==> config.mk <==
export PLATFORM = sky130hd
export DESIGN_NAME = cga_vram_sequencer
export DESIGN_NICKNAME = d
export VERILOG_FILES = /design/src/rtl/cga_seq_pkg.sv /design/src/rtl/cga_cpu_window.sv /design/src/rtl/cga_vram_sequencer.sv
export SDC_FILE = /design/constraint.sdc
export NUM_CORES = 1
export LEC_CHECK = 0
export ABC_CLOCK_PERIOD_IN_PS = 3400
export CORE_ASPECT_RATIO = 0.5
export CORE_MARGIN = 3
export CORE_UTILIZATION = 42
export DETAILED_ROUTE_END_ITERATION = 16
export PLACE_DENSITY = 0.84
export SYNTH_ARGS = -nofsm -noshare
export SYNTH_HDL_FRONTEND = slang
export SYNTH_SLANG_ARGS = --single-unit
==> constraint.sdc <==
create_clock -name clk_i -period 3.4 [get_ports clk_i]
set_input_delay 0.34 -clock clk_i [delete_from_list [all_inputs] [get_ports clk_i]]
set_output_delay 0.34 -clock clk_i [all_outputs]
set_load 0.03 [all_outputs]
==> src/rtl/cga_seq_pkg.sv <==
// Shared slot offsets, CPU-port state encoding and slot-offset helper for the
// CGA VRAM sequencer.
package cga_seq_pkg;

    // Offsets within a character slot
    localparam logic [4:0] SEQ_SLOT0     = 5'd0;   // char address driven
    localparam logic [4:0] SEQ_CHAR      = 5'd1;   // char byte on the bus, attr address driven
    localparam logic [4:0] SEQ_ATT       = 5'd2;
    localparam logic [4:0] SEQ_ROM       = 5'd3;
    localparam logic [4:0] SEQ_CPU0      = 5'd4;
    localparam logic [4:0] SEQ_CPU1      = 5'd20;  // lores only
    localparam logic [4:0] SEQ_LAST_HRES = 5'd15;
    localparam logic [4:0] SEQ_LAST_LRES = 5'd31;

    // CPU port states
    typedef logic [1:0] cpu_state_t;
    localparam cpu_state_t CpuIdle   = 2'd0;
    localparam cpu_state_t CpuAccess = 2'd1;
    localparam cpu_state_t CpuAck    = 2'd2;

    // Hres slots are 16 clocks long, so only the low nibble is significant
    function automatic logic [4:0] slot_offset(input logic hres, input logic [4:0] seq);
        return hres ? {1'b0, seq[3:0]} : seq;
    endfunction

endpackage

==> src/rtl/cga_cpu_window.sv <==
// CPU access port of the VRAM arbiter: grant qualification, IDLE/ACCESS/ACK
// sequencing and read-data capture.
module cga_cpu_window
    import cga_seq_pkg::*;
(
    input  logic       clk_i,
    input  logic       reset_i,
    input  logic       win_i,
    input  logic       cpu_req_i,
    input  logic       cpu_we_i,
    input  logic [7:0] ram_rdata_i,
    output logic       grant_o,
    output logic       cpu_ack_o,
    output logic [7:0] cpu_rdata_o
);

    cpu_state_t state_q, state_d;
    logic       we_q, we_d;
    logic [7:0] rdata_q, rdata_d;

    // Only an idle port may take a window; a request arriving late waits
    assign grant_o = win_i && cpu_req_i && (state_q == CpuIdle);

    // Port sequencing and read-data capture on the ack clock
    always_comb begin
        state_d = state_q;
        we_d    = we_q;
        rdata_d = rdata_q;
        case (state_q)
            CpuIdle: begin
                if (grant_o) begin
                    state_d = CpuAccess;
                    we_d    = cpu_we_i;
                end
            end
            CpuAccess: state_d = CpuAck;
            CpuAck: begin
                state_d = CpuIdle;
                if (!we_q) begin
                    rdata_d = ram_rdata_i;
                end
            end
            default: state_d = CpuIdle;
        endcase
    end

    // State registers; reset abandons any access without an ack
    always_ff @(posedge clk_i) begin
        if (reset_i) begin
            state_q <= CpuIdle;
            we_q    <= 1'b0;
            rdata_q <= 8'h00;
        end else begin
            state_q <= state_d;
            we_q    <= we_d;
            rdata_q <= rdata_d;
        end
    end

    assign cpu_ack_o = (state_q == CpuAck);
    // VRAM data arrives in the ack cycle itself, so forward it then and hold after
    assign cpu_rdata_o = (cpu_ack_o && !we_q) ? ram_rdata_i : rdata_q;

endmodule

==> src/rtl/cga_vram_sequencer.sv <==
// CGA character-cell sequencer and single-port VRAM arbiter. Generates the
// cga_pixel strobes and interleaves CPU accesses into fixed slot positions.
// Optional build macro CGA_SNOW_EN adds a CPU window at slot offset 0 in hres
// text mode, displacing the char fetch (IBM "snow").
module cga_vram_sequencer
    import cga_seq_pkg::*;
#(
    parameter int unsigned ADDR_W = 14
) (
    input  logic              clk_i,
    input  logic              reset_i,
    input  logic              hres_mode_i,
    input  logic              grph_mode_i,
    input  logic [12:0]       crtc_ma_i,
    input  logic              crtc_ra0_i,
    input  logic              cpu_req_i,
    input  logic              cpu_we_i,
    input  logic [ADDR_W-1:0] cpu_addr_i,
    input  logic [7:0]        cpu_wdata_i,
    output logic              cpu_ack_o,
    output logic [7:0]        cpu_rdata_o,
    output logic [ADDR_W-1:0] ram_addr_o,
    output logic              ram_we_o,
    output logic [7:0]        ram_wdata_o,
    input  logic [7:0]        ram_rdata_i,
    output logic [7:0]        vram_data_o,
    output logic [4:0]        clk_seq_o,
    output logic              vram_read_char_o,
    output logic              vram_read_att_o,
    output logic              charrom_read_o,
    output logic              disp_pipeline_o,
    output logic              crtc_clk_en_o
);

    logic [4:0]        seq_q, seq_d, s_next, s_last;
    logic [ADDR_W-1:0] ram_addr_q, ram_addr_d;
    logic [7:0]        ram_wdata_q, ram_wdata_d;
    logic              ram_we_q, ram_we_d;
    logic              read_char_q, read_att_q, rom_read_q, last_q;
    logic [13:0]       char_addr, attr_addr;
    logic              snow_win, win, grant;

    // Outputs are registered, so decode against the offset of the coming cycle
    assign seq_d  = seq_q + 5'd1;
    assign s_next = slot_offset(hres_mode_i, seq_d);
    assign s_last = hres_mode_i ? SEQ_LAST_HRES : SEQ_LAST_LRES;

    // Display fetch addresses; attribute byte always follows its character
    always_comb begin
        if (grph_mode_i) begin
            char_addr = {crtc_ra0_i, crtc_ma_i[11:0], 1'b0};
        end else begin
            char_addr = {crtc_ma_i, 1'b0};
        end
        attr_addr = char_addr | 14'd1;
    end

`ifdef CGA_SNOW_EN
    assign snow_win = hres_mode_i && !grph_mode_i && (s_next == SEQ_SLOT0);
`else
    assign snow_win = 1'b0;
`endif

    assign win = (s_next == SEQ_CPU0) || (!hres_mode_i && (s_next == SEQ_CPU1)) || snow_win;

    cga_cpu_window u_cpu_window (
        .clk_i       (clk_i),
        .reset_i     (reset_i),
        .win_i       (win),
        .cpu_req_i   (cpu_req_i),
        .cpu_we_i    (cpu_we_i),
        .ram_rdata_i (ram_rdata_i),
        .grant_o     (grant),
        .cpu_ack_o   (cpu_ack_o),
        .cpu_rdata_o (cpu_rdata_o)
    );

    // VRAM bus mux: a granted CPU access wins over the display address
    always_comb begin
        ram_addr_d  = ram_addr_q;
        ram_wdata_d = ram_wdata_q;
        ram_we_d    = 1'b0;
        if (grant) begin
            ram_addr_d  = cpu_addr_i;
            ram_we_d    = cpu_we_i;
            ram_wdata_d = cpu_wdata_i;
        end else if (s_next == SEQ_SLOT0) begin
            ram_addr_d = ADDR_W'(char_addr);
        end else if (s_next == SEQ_CHAR) begin
            ram_addr_d = ADDR_W'(attr_addr);
        end
    end

    // Counter, VRAM bus and strobe registers
    always_ff @(posedge clk_i) begin
        if (reset_i) begin
            seq_q       <= 5'd0;
            ram_addr_q  <= '0;
            ram_wdata_q <= 8'h00;
            ram_we_q    <= 1'b0;
            read_char_q <= 1'b0;
            read_att_q  <= 1'b0;
            rom_read_q  <= 1'b0;
            last_q      <= 1'b0;
        end else begin
            seq_q       <= seq_d;
            ram_addr_q  <= ram_addr_d;
            ram_wdata_q <= ram_wdata_d;
            ram_we_q    <= ram_we_d;
            read_char_q <= (s_next == SEQ_CHAR);
            read_att_q  <= (s_next == SEQ_ATT);
            rom_read_q  <= (s_next == SEQ_ROM);
            last_q      <= (s_next == s_last);
        end
    end

    assign clk_seq_o        = seq_q;
    assign ram_addr_o       = ram_addr_q;
    assign ram_we_o         = ram_we_q;
    assign ram_wdata_o      = ram_wdata_q;
    assign vram_data_o      = ram_rdata_i;
    assign vram_read_char_o = read_char_q;
    assign vram_read_att_o  = read_att_q;
    assign charrom_read_o   = rom_read_q;
    assign disp_pipeline_o  = last_q;
    assign crtc_clk_en_o    = last_q;

endmodule
* Word level (Yosys, flattened, before mapping)
Cells that the tools add are included.
Widths: inputs -> output; s select.
** Word-level totals
- Flip-flop bits (word level) :: 43
- Latch bits :: 0
- RAM bits :: 0
- ROM bits :: 0
- Input bits :: 50
- Output and inout bits :: 50
- Logic and storage cells :: 45
- Memories kept :: 0
** Cells by class
- $add $sub $neg :: 1
- Multiply operators :: 0
- Div/mod/pow operators :: 0
- Order comparisons :: 0
- Equality and inequality tests :: 9
- Shifts and indexed selects :: 0
- Multiplexer cells :: 9
- Bitwise logic cells :: 2
- Reduce and logical (&&, ||, !) cells :: 13
** Operators by type and width (count)
- $mux 14 :: 4
- $eq 5x2->1 const B :: 2
- $mux 5 :: 2
- $mux 8 :: 1
- $add 5x1->5 const B :: 1
- $eq 5x1->1 const B :: 1
- $eq 5x3->1 const B :: 1
- $eq 5x5->1 :: 1
- $eq 5x5->1 const B :: 1
- $logic_not 5->1 :: 1
- $logic_and 1x1->1 :: 4
- $pmux 2 s2 :: 1
- $reduce_and 2->1 :: 2
- $reduce_bool 3->1 :: 1
- $eq 2x1->1 const B :: 1
- $eq 2x2->1 const B :: 1
- $logic_not 1->1 :: 2
- $logic_not 2->1 :: 1
- $mux 2 :: 1
- $ne 2x2->1 const B :: 1
- $not 1->1 :: 2
- $reduce_or 2->1 :: 1
- $logic_or 1x1->1 :: 1

* Longest topological paths before layout
Gate-level depths: netlist of run 1.
- Depth in word-level cells :: 9
- Depth in mapped cells :: 7

* Hierarchy
Synthesis of run 1 repeated with hierarchy kept, for this count alone.
** Second synthesis, totals
- Cell total of the unflattened synthesis :: 247
- Area, all modules :: 2336.0 um^2
** By module, submodules not included
- cga_vram_sequencer :: instances 1, cells each 193, area each 1741.7 um^2, sequential area each 640.6 um^2
- cga_cpu_window :: instances 1, cells each 54, area each 594.3 um^2, sequential area each 220.2 um^2

* Worst setup path after synthesis of run 1
OpenSTA, ideal clock, no wires.
- Path kind :: reg2reg
- From :: reg seq_q[0] (netlist: clk_seq_o[0])
- To :: reg ram_addr_q[4] (netlist: ram_addr_o[4])
- Setup time :: 140 ps
- Data arrival time :: 1885 ps
- Data required time :: 3260 ps
- Path slack :: 1375 ps
- Stages on the path, launching flop included :: 8
- Buffers on the path :: 1
- Clock period less this slack :: 2025 ps
- Path through :: dfxtp_1 > ha_1 > xnor2_1 > nor4_1 > nand2_1 > clkbuf_1 > nor2_1 > a211oi_2
** Between the ends
- Cells in the longest elaborated chain, start to end :: 8
** RTL lines
- start: declaration :: RTL line cga_vram_sequencer.sv:35 : logic [4:0] seq_q, seq_d, s_next, s_last;
- start signal: assignment :: RTL line cga_vram_sequencer.sv:106 : seq_q <= seq_d;
- $add 5x1->5 (*) :: RTL line cga_vram_sequencer.sv:44 : assign seq_d = seq_q + 5'd1;
- $mux 5 (*) :: RTL line cga_seq_pkg.sv:23 : return hres ? {1'b0, seq[3:0]} : seq;
- $eq 5x5->1 :: RTL line cga_vram_sequencer.sv:64 : assign win = (s_next == SEQ_CPU0) || (!hres_mode_i && (s_next == SEQ_CPU1)) || snow_win;
- $logic_and 1x1->1 :: RTL line cga_vram_sequencer.sv:64
- $logic_or 1x1->1 :: RTL line cga_vram_sequencer.sv:64
- $logic_and 1x1->1 (2 in a row) :: RTL line cga_cpu_window.sv:22 : assign grant_o = win_i && cpu_req_i && (state_q == CpuIdle);
- $reduce_bool 3->1 (no source line) / $mux 14 (equally long branches)
- end signal: assignment :: RTL line cga_vram_sequencer.sv:107 : ram_addr_q <= ram_addr_d;
- end: declaration :: RTL line cga_vram_sequencer.sv:36 : logic [ADDR_W-1:0] ram_addr_q, ram_addr_d;
Mark *: on every way between the ends. The rest lies on a longest branch, timed or not.
A chain may end at the register's enable or synchronous reset.

* Worst setup path in the final report of run 1
- From :: reg u_cpu_window.state_q[1]
- To :: out cpu_rdata_o[5]
** Between the ends
- Cells in the longest elaborated chain, start to end :: 3
** RTL lines
- start: declaration :: RTL line cga_cpu_window.sv:17 : cpu_state_t state_q, state_d;
- start signal: assignment :: RTL line cga_cpu_window.sv:50 : state_q <= CpuIdle;
- start signal: assignment :: RTL line cga_cpu_window.sv:54 : state_q <= state_d;
- $eq 2x2->1 :: RTL line cga_cpu_window.sv:60 : assign cpu_ack_o = (state_q == CpuAck);
- $logic_and 1x1->1 :: RTL line cga_cpu_window.sv:62 : assign cpu_rdata_o = (cpu_ack_o && !we_q) ? ram_rdata_i : rdata_q;
- $mux 8 :: RTL line cga_cpu_window.sv:62
- end: declaration :: RTL line cga_vram_sequencer.sv:21 : output logic [7:0] cpu_rdata_o,
No other way between the ends.

==> run metrics, run 1 <==
via count 1,635; Layout Utilization 0.7121; placed cells 325; Rel. slew slack 0.4126; Fmax 360.2 MHz; Power Internal 0.8610 mW; R2R Setup Slk 1.27 ns; Setup crit end kind output port; kind of critical path flip-flop to output port; Rows 16; Buffers & Inverters on Critical Path 1; post-route cell area 2965 um^2; crit path capture cpu_rdata_o[5]; number of I/O port buffers 99; detailed placement HPWL 3.631 mm; gp weighted congestion 0.7446; FILL cells 319; Reg power frac 0.457; Area Growth Syn to Fin 53.20%; max cap viols 0; Wirelength per Cell 14.39 um; clk root buf clkbuf_8; Startpoint Class flip-flop; DR DRC count 0; vias in the first global route 1,600; unrepaired setup endpoints after global routing no; cells on worst reg2reg path 6; synth unique cells 36; CTS Hold Bufs 0; Die Y 54.01 um; crit-path max FO 8; reg2reg end ram_addr_o[0]; critical path's slowest cell nor2b_1; dpl cell area 2861 um^2; depth of the CTS H-tree 2; I/O pin cnt 100; Final Hold Fails 0; final period utilization 0.8166; share of layout cells above drive strength 1 0.09677; top cells by area, synth dfxtp_1 (44%), a211oi_2 (7.1%), mux2i_1 (6.7%); Synth top area share 0.4447; Mapped Cells 191; cts repair resizes 0; vias per inst 4.910; nets@finish 333; Worst Skew 0.005946 ns; Setup Viol. Count Final 0; worst vdd ir 220.9 uV; Tmin final 2.777 ns; Syn Nets 246; crit path DAT 2.44 ns; gr ovfl total 0; TNS Setup 0 ns; CP top delay family simple AND/OR/NAND/NOR gates; slew of the pin with the lowest slew margin 0.8811 ns; largest net degree at the start of global routing 43; post-CTS setup buffer count 0; sw frac 0.2763; Synth warnings 0; Slew Limit Fails 0; Final Non-Filler Cells 333; Die Area 5509 um^2; die width 102.0 um; Pwr per Cell Area 401.2 nW/um^2; power share of the clock group 0.304; register area share after synthesis 0.4447; FF+latch count, synth 43; Syn Area/Cell 10.13 um^2; WL final 4.792 mm; Max Buffers Root-to-Sink 2; Critical Path Stages 4; All-Layer GR Usage 0.1802; Logic pwr share 0.238; drt first pass iters 4; clock sink total 43; CTS tree done; DR iter-0 viols 37; Initial Util 0.4648; worst min path class flip-flop to flip-flop; reg-to-reg startpoint clk_seq_o[0]; Post-Syn Area 1936 um^2; P_leak 1.139 nW; antenna violations before repair 0; Worst-Skew Late Latency 0.29 ns; first-pass GRT wire length 7.603 mm; number of buffers created by CTS 5; Critical path origin u_cpu_window.state_q[1]; Req. time, crit path 3.06 ns; Reg clk slew, reported paths 0.09 ns; antenna viol nets, final 0; NetSw 0.3287 mW; most frequent CP cell nor2b_1; worst stage delay on the critical path 0.62 ns; crit path cell chain nor2b_1 -> nor2b_1 -> mux2_1 -> clkdlybuf4s50_1; Core Box Area 4164 um^2; Ant. Diodes 0; status complete, no violations; Synth area leader dfxtp_1
-- cell families (layout without fill, tap and decap cells) --
logic type | after synthesis | in the layout | synth area share
adder cells (fa/ha/maj) | 5 | 5 | 0.03232
AO/OA/AOI/OAI | 31 | 31 | 0.1558
flip-flops | 43 | 43 | 0.4447
XOR/XNOR | 3 | 3 | 0.01358
AND/OR/NAND/NOR | 64 | 64 | 0.1584
multiplexers | 22 | 22 | 0.1196
buffers and inverters | 23 | 111 | 0.07563
-- layer usage --
layer | up-vias | GRT usage | routed length, um
met2 | 37 | 0.3237 | 2501
met1 | 775 | 0.2130 | 1993
li1 | 812 | - | -
met5 | - | 0 | 0
met3 | 11 | 0.04140 | 186
met4 | 0 | 0.07190 | 110
-- sequential cells by signal, indices dropped and copies added (netlist names) --
signal                flops
charrom_read_o            1
clk_seq_o                 5
crtc_clk_en_o             1
ram_addr_o               14
ram_wdata_o               8
ram_we_o                  1
u_cpu_window.rdata_q      8
u_cpu_window.state_q      2
u_cpu_window.we_q         1
vram_read_att_o           1
vram_read_char_o          1
-- synth_stat cells --
| master | instances |
|---|---|
| a2111oi_0 | 1 |
| a211oi_1 | 1 |
| a211oi_2 | 11 |
| a21bo_1 | 1 |
| a21boi_1 | 1 |
| a21oi_1 | 10 |
| a311o_1 | 1 |
| a31oi_1 | 1 |
| a41o_4 | 1 |
| and2_1 | 2 |
| and3b_2 | 1 |
| buf_1 | 1 |
| buf_12 | 1 |
| buf_2 | 2 |
| buf_4 | 11 |
| clkbuf_1 | 5 |
| dfxtp_1 | 43 |
| ha_1 | 5 |
| inv_1 | 3 |
| mux2_1 | 8 |
| mux2_2 | 1 |
| mux2i_1 | 13 |
| nand2_1 | 22 |
| nand2b_1 | 1 |
| nand3_1 | 2 |
| nand3b_1 | 2 |
| nor2_1 | 18 |
| nor2b_1 | 11 |
| nor3_1 | 1 |
| nor3b_1 | 3 |
| nor4_1 | 1 |
| o211ai_4 | 1 |
| o21ai_2 | 1 |
| o31ai_2 | 1 |
| xnor2_1 | 1 |
| xor2_1 | 2 |
-- worst reg2reg max path, stage by stage, from the launching register on --
cell and delay [ns]:
dfxtp_1 0.49, ha_1 0.33, xnor2_1 0.14, nor4_1 0.30
and2_1 0.48, a311o_1 0.19, a21oi_1 0.06
-- layout by cell type, fill, tap and decap left out, types with 2 or more instances in the layout --
master,count
a211oi_2,11
ha_1,5
and2_1,2
nand3_1,2
inv_1,3
nor3b_1,3
a21oi_1,10
mux2_1,8
mux2i_1,13
dfxtp_1,43
clkbuf_8,7
nor2_1,18
nand2_1,22
nor2b_1,11
nand3b_1,2
clkdlybuf4s50_1,98
xor2_1,2
-- power by group through the flow --
| stage | clock network, mW | registers [mW] | logic, mW |
|---|---|---|---|
| detailed placement | 0 | 0.556 | 0.284 |
| floorplan | 0 | 0.604 | 0.122 |
| global route | 0.395 | 0.548 | 0.301 |
| finish | 0.362 | 0.544 | 0.283 |
| CTS | 0.364 | 0.544 | 0.286 |
| global placement | 0 | 0.555 | 0.281 |
-- worst min path at each step --
stage | from | end | slack, ns | cells after the start
6_report | ram_wdata_o[1] | ram_wdata_o[1] | 0.46 | 2
4_1_cts | u_cpu_window.state_q[1] | u_cpu_window.state_q[1] | 0.46 | 1
2_1_floorplan | u_cpu_window.state_q[1] | u_cpu_window.state_q[1] | 0.41 | 1
3_5_place_dp | ram_wdata_o[1] | ram_wdata_o[1] | 0.45 | 2
5_1_grt | u_cpu_window.state_q[1] | u_cpu_window.state_q[1] | 0.48 | 1
3_3_place_gp | u_cpu_window.state_q[1] | u_cpu_window.state_q[1] | 0.42 | 1
-- final cells by class --
type | instances | area, um^2 | share of cell area
timing repair buffer | 100 | 993.5 | 0.3350
tap | 54 | 67.56 | 0.02278
multi-input combinational | 125 | 928.4 | 0.3131
clock buffer | 7 | 96.34 | 0.03249
clock inverter | 1 | 7.507 | 0.002532
sequential | 43 | 860.8 | 0.2903
inverter | 3 | 11.26 | 0.003797
-- through the flow --
| step | hold WS (ns) | power [mW] | setup slack (ns) |
|---|---|---|---|
| CTS | 0.4581 | 1.194 | 0.5699 |
| global placement | 0.4227 | 0.8355 | 0.9716 |
| global route | 0.4784 | 1.244 | 0.4631 |
| detailed placement | 0.4467 | 0.8406 | 0.8866 |
| finish | 0.4564 | 1.190 | 0.6235 |
| floorplan | 0.4139 | 0.7260 | 1.375 |
Note: power is estimated with default switching activity, not from simulation.
==> run 2: changes to the inputs <==
--- a/config.mk
+++ b/config.mk
@@ -5,12 +5,12 @@
 export SDC_FILE = /design/constraint.sdc
 export NUM_CORES = 1
 export LEC_CHECK = 0
-export ABC_CLOCK_PERIOD_IN_PS = 3400
+export ABC_CLOCK_PERIOD_IN_PS = 2550
 export CORE_ASPECT_RATIO = 0.5
 export CORE_MARGIN = 3
-export CORE_UTILIZATION = 42
+export CORE_UTILIZATION = 36
 export DETAILED_ROUTE_END_ITERATION = 16
-export PLACE_DENSITY = 0.84
+export PLACE_DENSITY = 0.77
 export SYNTH_ARGS = -nofsm -noshare
 export SYNTH_HDL_FRONTEND = slang
 export SYNTH_SLANG_ARGS = --single-unit
==> constraint.sdc (replaced) <==
create_clock -name clk_i -period 2.55 [get_ports clk_i]
set_input_delay 0.255 -clock clk_i [delete_from_list [all_inputs] [get_ports clk_i]]
set_output_delay 0.255 -clock clk_i [all_outputs]
set_load 0.03 [all_outputs]
==> run metrics, run 2 (synthesis gave the netlist of run 1 again) <==
status complete, no violations; cts repair resizes 0; antenna viol nets, final 0; gp weighted congestion 0.7637; Worst-Skew Late Latency 0.29 ns; DR iter-0 viols 49; Fmax 426.2 MHz; Worst Skew 0.006905 ns; Pwr per Cell Area 510.5 nW/um^2; max cap viols 0; DR DRC count 0; slew of the pin with the lowest slew margin 0.8680 ns; Tmin final 2.346 ns; TNS Setup 0 ns; Ant. Diodes 0; Core Box Area 5045 um^2; detailed placement HPWL 3.717 mm; cells on worst reg2reg path 7; gr ovfl total 0; reg-to-reg startpoint clk_seq_o[0]; share of layout cells above drive strength 1 0.09929; via count 1,666; WL final 4.773 mm; Multi-input gate area 928.4 um^2; min-delay src u_cpu_window.state_q[1]; vias per inst 4.733; All-Layer GR Usage 0.1520; crit-path max FO 8; depth of the CTS H-tree 2; die width 109.7 um; clock sink total 43; antenna violations before repair 0; Hold Crit Depth 1; worst stage delay on the critical path 0.61 ns; I/O pin cnt 100; final period utilization 0.9201; largest net degree at the start of global routing 43; max reg flops 14; crit path cell chain nor2b_1 -> nor2b_1 -> buf_4 -> mux2_1 -> clkdlybuf4s50_1; Slew Limit Fails 0; CTS Hold Bufs 0; most used routing layer met2; Die Area 6346 um^2; Setup crit end kind output port; Startpoint Class flip-flop; drt first pass iters 4; Final Hold Fails 0; met2 Use GR 0.2680; Layout Utilization 0.5918; Setup Viol. Count Final 0; CTS tree done; number of buffers created by CTS 5; FF+latch area 860.8 um^2; kind of critical path flip-flop to output port; clk root buf clkbuf_8; vias in the first global route 1,547; worst min path class flip-flop to flip-flop; commonest non-fill, non-tap cells in the layout clkdlybuf4s50_1 (98), dfxtp_1 (43), nand2_1 (22); unrepaired setup endpoints after global routing no; post-CTS setup buffer count 0; critical path's slowest cell clkdlybuf4s50_1; first-pass GRT wire length 7.500 mm; crit path DAT 2.09 ns; P_leak 1.146 nW; Reg clk slew, reported paths 0.08 ns; GR Util met3 0.04004; R2R Setup Slk 0.50 ns; Rel. slew slack 0.4213; most common cell after layout, fill and taps aside clkdlybuf4s50_1; number of I/O port buffers 99; Wirelength per Cell 13.56 um; reg2reg end ram_wdata_o[5]; Req. time, crit path 2.30 ns; Area Growth Syn to Fin 54.23%; nets@finish 336; most frequent CP cell nor2b_1; hold endpoint u_cpu_window.state_q[1]; Initial Util 0.3837; met1 Resource Use GR 0.1849; Rows 18; Die Y 57.85 um; worst vdd ir 225.2 uV; Max Buffers Root-to-Sink 2; FILL cells 450
-- run 2: metrics by stage --
stage	total power [mW]	worst slack [ns]	hold slack [ns]	cells	cell area [um^2]
floorplan	0.9680	0.5247	0.3767	191	1936
detailed placement	1.125	0.5064	0.4361	344	2904
CTS	1.541	0.1723	0.4493	352	2985
global placement	1.116	0.5490	0.4286	344	2904
global route	1.594	0.04252	0.4553	352	2985
finish	1.524	0.2037	0.4535	352	2985
-- run 2: how the worst max path moves through the flow --
| stage | endpoint | slack, ns | startpoint | depth (start not counted) |
|---|---|---|---|---|
| 6_report | cpu_rdata_o[6] | 0.20 | u_cpu_window.state_q[1] | 5 |
| 5_1_grt | cpu_rdata_o[6] | 0.04 | u_cpu_window.state_q[1] | 5 |
| 4_1_cts | cpu_rdata_o[6] | 0.17 | u_cpu_window.state_q[1] | 5 |
| 3_5_place_dp | cpu_rdata_o[6] | 0.51 | u_cpu_window.state_q[1] | 5 |
| 3_3_place_gp | cpu_rdata_o[5] | 0.55 | u_cpu_window.state_q[1] | 5 |
| 2_1_floorplan | ram_addr_o[4] | 0.52 | clk_seq_o[0] | 7 |
-- run 2: per-layer routing --
layer  share of wire  vias to the layer above
li1                -                      824
met1            0.43                      796
met2            0.50                       40
met3           0.061                        6
met4          0.0092                        0
met5               0                        -
-- run 2: worst max-delay path: cells and delay by family, from the launching register on --
| family | cells | cell delay [ns] |
|---|---|---|
| buf+inv | 2 | 0.79 |
| flops | 1 | 0.35 |
| mux | 1 | 0.35 |
| simple gates | 2 | 0.31 |
-- run 2: cell type report --
type                       instances  share of cell area
clock inverter                     1            0.001676
tap                               70             0.02934
sequential                        43              0.2883
timing repair buffer             103              0.3403
clock buffer                       7             0.02557
inverter                           3            0.003772
multi-input combinational        125              0.3110
-- run 2: power by group --
part	switching, mW	internal [mW]	leakage, nW
Sequential	0.0213	0.705	0.350
Combinational	0.181	0.197	0.753
Clock	0.227	0.192	0.0422
Total	0.429	1.09	1.15
==> run 3: changes to the inputs <==
--- a/config.mk
+++ b/config.mk
@@ -10,6 +10,7 @@
 export CORE_MARGIN = 3
 export CORE_UTILIZATION = 36
 export DETAILED_ROUTE_END_ITERATION = 16
+export MAX_ROUTING_LAYER = met4
 export PLACE_DENSITY = 0.77
 export SYNTH_ARGS = -nofsm -noshare
 export SYNTH_HDL_FRONTEND = slang
==> run metrics, run 3 (synthesis gave the netlist of run 1 again) <==
depth of the CTS H-tree 2; max cap viols 0; max reg flops 14; DR DRC count 0; cells on worst reg2reg path 7; CTS Hold Bufs 0; most frequent CP cell nor2b_1; Hold WS 0.4568 ns; antenna viol nets, final 0; crit-path max FO 8; drt first pass iters 4; gp weighted congestion 0.7739; sw frac 0.2816; Req. time, crit path 2.30 ns; P_leak 1.146 nW; CTS tree done; Setup crit end kind output port; critical path's slowest cell clkdlybuf4s50_1; worst vdd ir 226.4 uV; Worst-Skew Late Latency 0.29 ns; Wirelength per Cell 13.50 um; Rel. slew slack 0.4226; kind of critical path flip-flop to output port; clk root buf clkbuf_8; Slew Limit Fails 0; post-CTS setup buffer count 0; unrepaired setup endpoints after global routing no; status complete, no violations; vias per inst 4.662; die width 109.7 um; CP top delay family buffers and inverters; share of layout cells above drive strength 1 0.09929; clock sink total 43; Reg power frac 0.476; antenna violations before repair 0; Core Box Area 5045 um^2; Max Buffers Root-to-Sink 2; nets@finish 336; commonest non-fill, non-tap cells in the layout clkdlybuf4s50_1 (98), dfxtp_1 (43), nand2_1 (22); vias in the first global route 1,551; Pwr per Cell Area 510.3 nW/um^2; detailed placement HPWL 3.717 mm; cts repair resizes 0; Final Hold Fails 0; All-Layer GR Usage 0.1568; worst min path class flip-flop to flip-flop; via count 1,641; final period utilization 0.9229; first-pass GRT wire length 7.507 mm; Initial Util 0.3837; Logic pwr share 0.249; NetSw 0.4290 mW; Critical Path Stages 5; Die Y 57.85 um; largest net degree at the start of global routing 43; slew of the pin with the lowest slew margin 0.8661 ns; WL final 4.753 mm; Power Internal 1.095 mW; Rows 18; Fmax 424.9 MHz; Reg clk slew, reported paths 0.08 ns; Tmin final 2.353 ns; number of buffers created by CTS 5; crit path DAT 2.10 ns; gr ovfl total 0; Worst Skew 0.006893 ns; Area Growth Syn to Fin 54.23%; TNS Setup 0 ns; Startpoint Class flip-flop; Hold Crit Depth 2; most common cell after layout, fill and taps aside clkdlybuf4s50_1; power share of the clock group 0.275; Setup Viol. Count Final 0; I/O pin cnt 100; DR iter-0 viols 52; FILL cells 450; Die Area 6346 um^2; worst stage delay on the critical path 0.61 ns; Ant. Diodes 0; number of I/O port buffers 99; Buffers & Inverters on Critical Path 2; crit path cell chain nor2b_1 -> nor2b_1 -> buf_4 -> mux2_1 -> clkdlybuf4s50_1
## run 3: cell counts in the layout (fill, tap and decap cells not counted)
No cell type changed its count.
## run 3: through the flow
step | worst slack [ns] | cell area, um^2 | std cells | utilization | power [mW]
floorplan | 0.5247 | 1936 | 191 | - | 0.9680
global placement | 0.5490 | 2904 | 344 | 0.5756 | 1.116
detailed placement | 0.5064 | 2904 | 344 | 0.5756 | 1.125
CTS | 0.1723 | 2985 | 352 | 0.5918 | 1.541
global route | 0.04251 | 2985 | 352 | 0.5918 | 1.594
finish | 0.1965 | 2985 | 352 | 0.5918 | 1.524
## run 3: worst reg2reg max path, delay by kind of cell (launching register included)
kind / cells / cell delay [ns]
AO/OA/AOI/OAI: 1 / 0.13
AND/OR/NAND/NOR: 3 / 0.65
adder cells (fa/ha/maj): 1 / 0.34
buffers and inverters: 1 / 0.20
flip-flops: 1 / 0.50
XOR/XNOR: 1 / 0.15
## run 3: final cells by class
type	count	area [um^2]	share of cell area
multi-input combinational	125	928.4	0.3110
clock buffer	7	76.32	0.02557
tap	70	87.58	0.02934
clock inverter	1	5.005	0.001676
inverter	3	11.26	0.003772
timing repair buffer	103	1016	0.3403
sequential	43	860.8	0.2883
## run 3: power by group through the flow
stage          clock, mW  combinational, mW  sequential (mW)
2_1_floorplan          0              0.162            0.806
3_3_place_gp           0              0.376            0.740
3_5_place_dp           0              0.383            0.742
4_1_cts            0.430              0.384            0.726
5_1_grt            0.461              0.402            0.731
6_report           0.419              0.379            0.726
## run 3: worst paths after layout
check | slack [ns] | startpoint | to
setup / recovery | 0.20 | u_cpu_window.state_q[1] | cpu_rdata_o[6]
hold / removal | 0.46 | ram_wdata_o[0] | ram_wdata_o[0]
setup reg to reg | 0.50 | clk_seq_o[0] | ram_wdata_o[5]
hold reg to reg | 0.46 | ram_wdata_o[0] | ram_wdata_o[0]
## run 3: per-layer routing
metal	track usage	up-vias	share of wire
met2	0.2680	42	0.50
li1	-	823	-
met5	-	-	0
met1	0.1849	771	0.43
met4	0.04263	0	0.0069
met3	0.04004	5	0.065
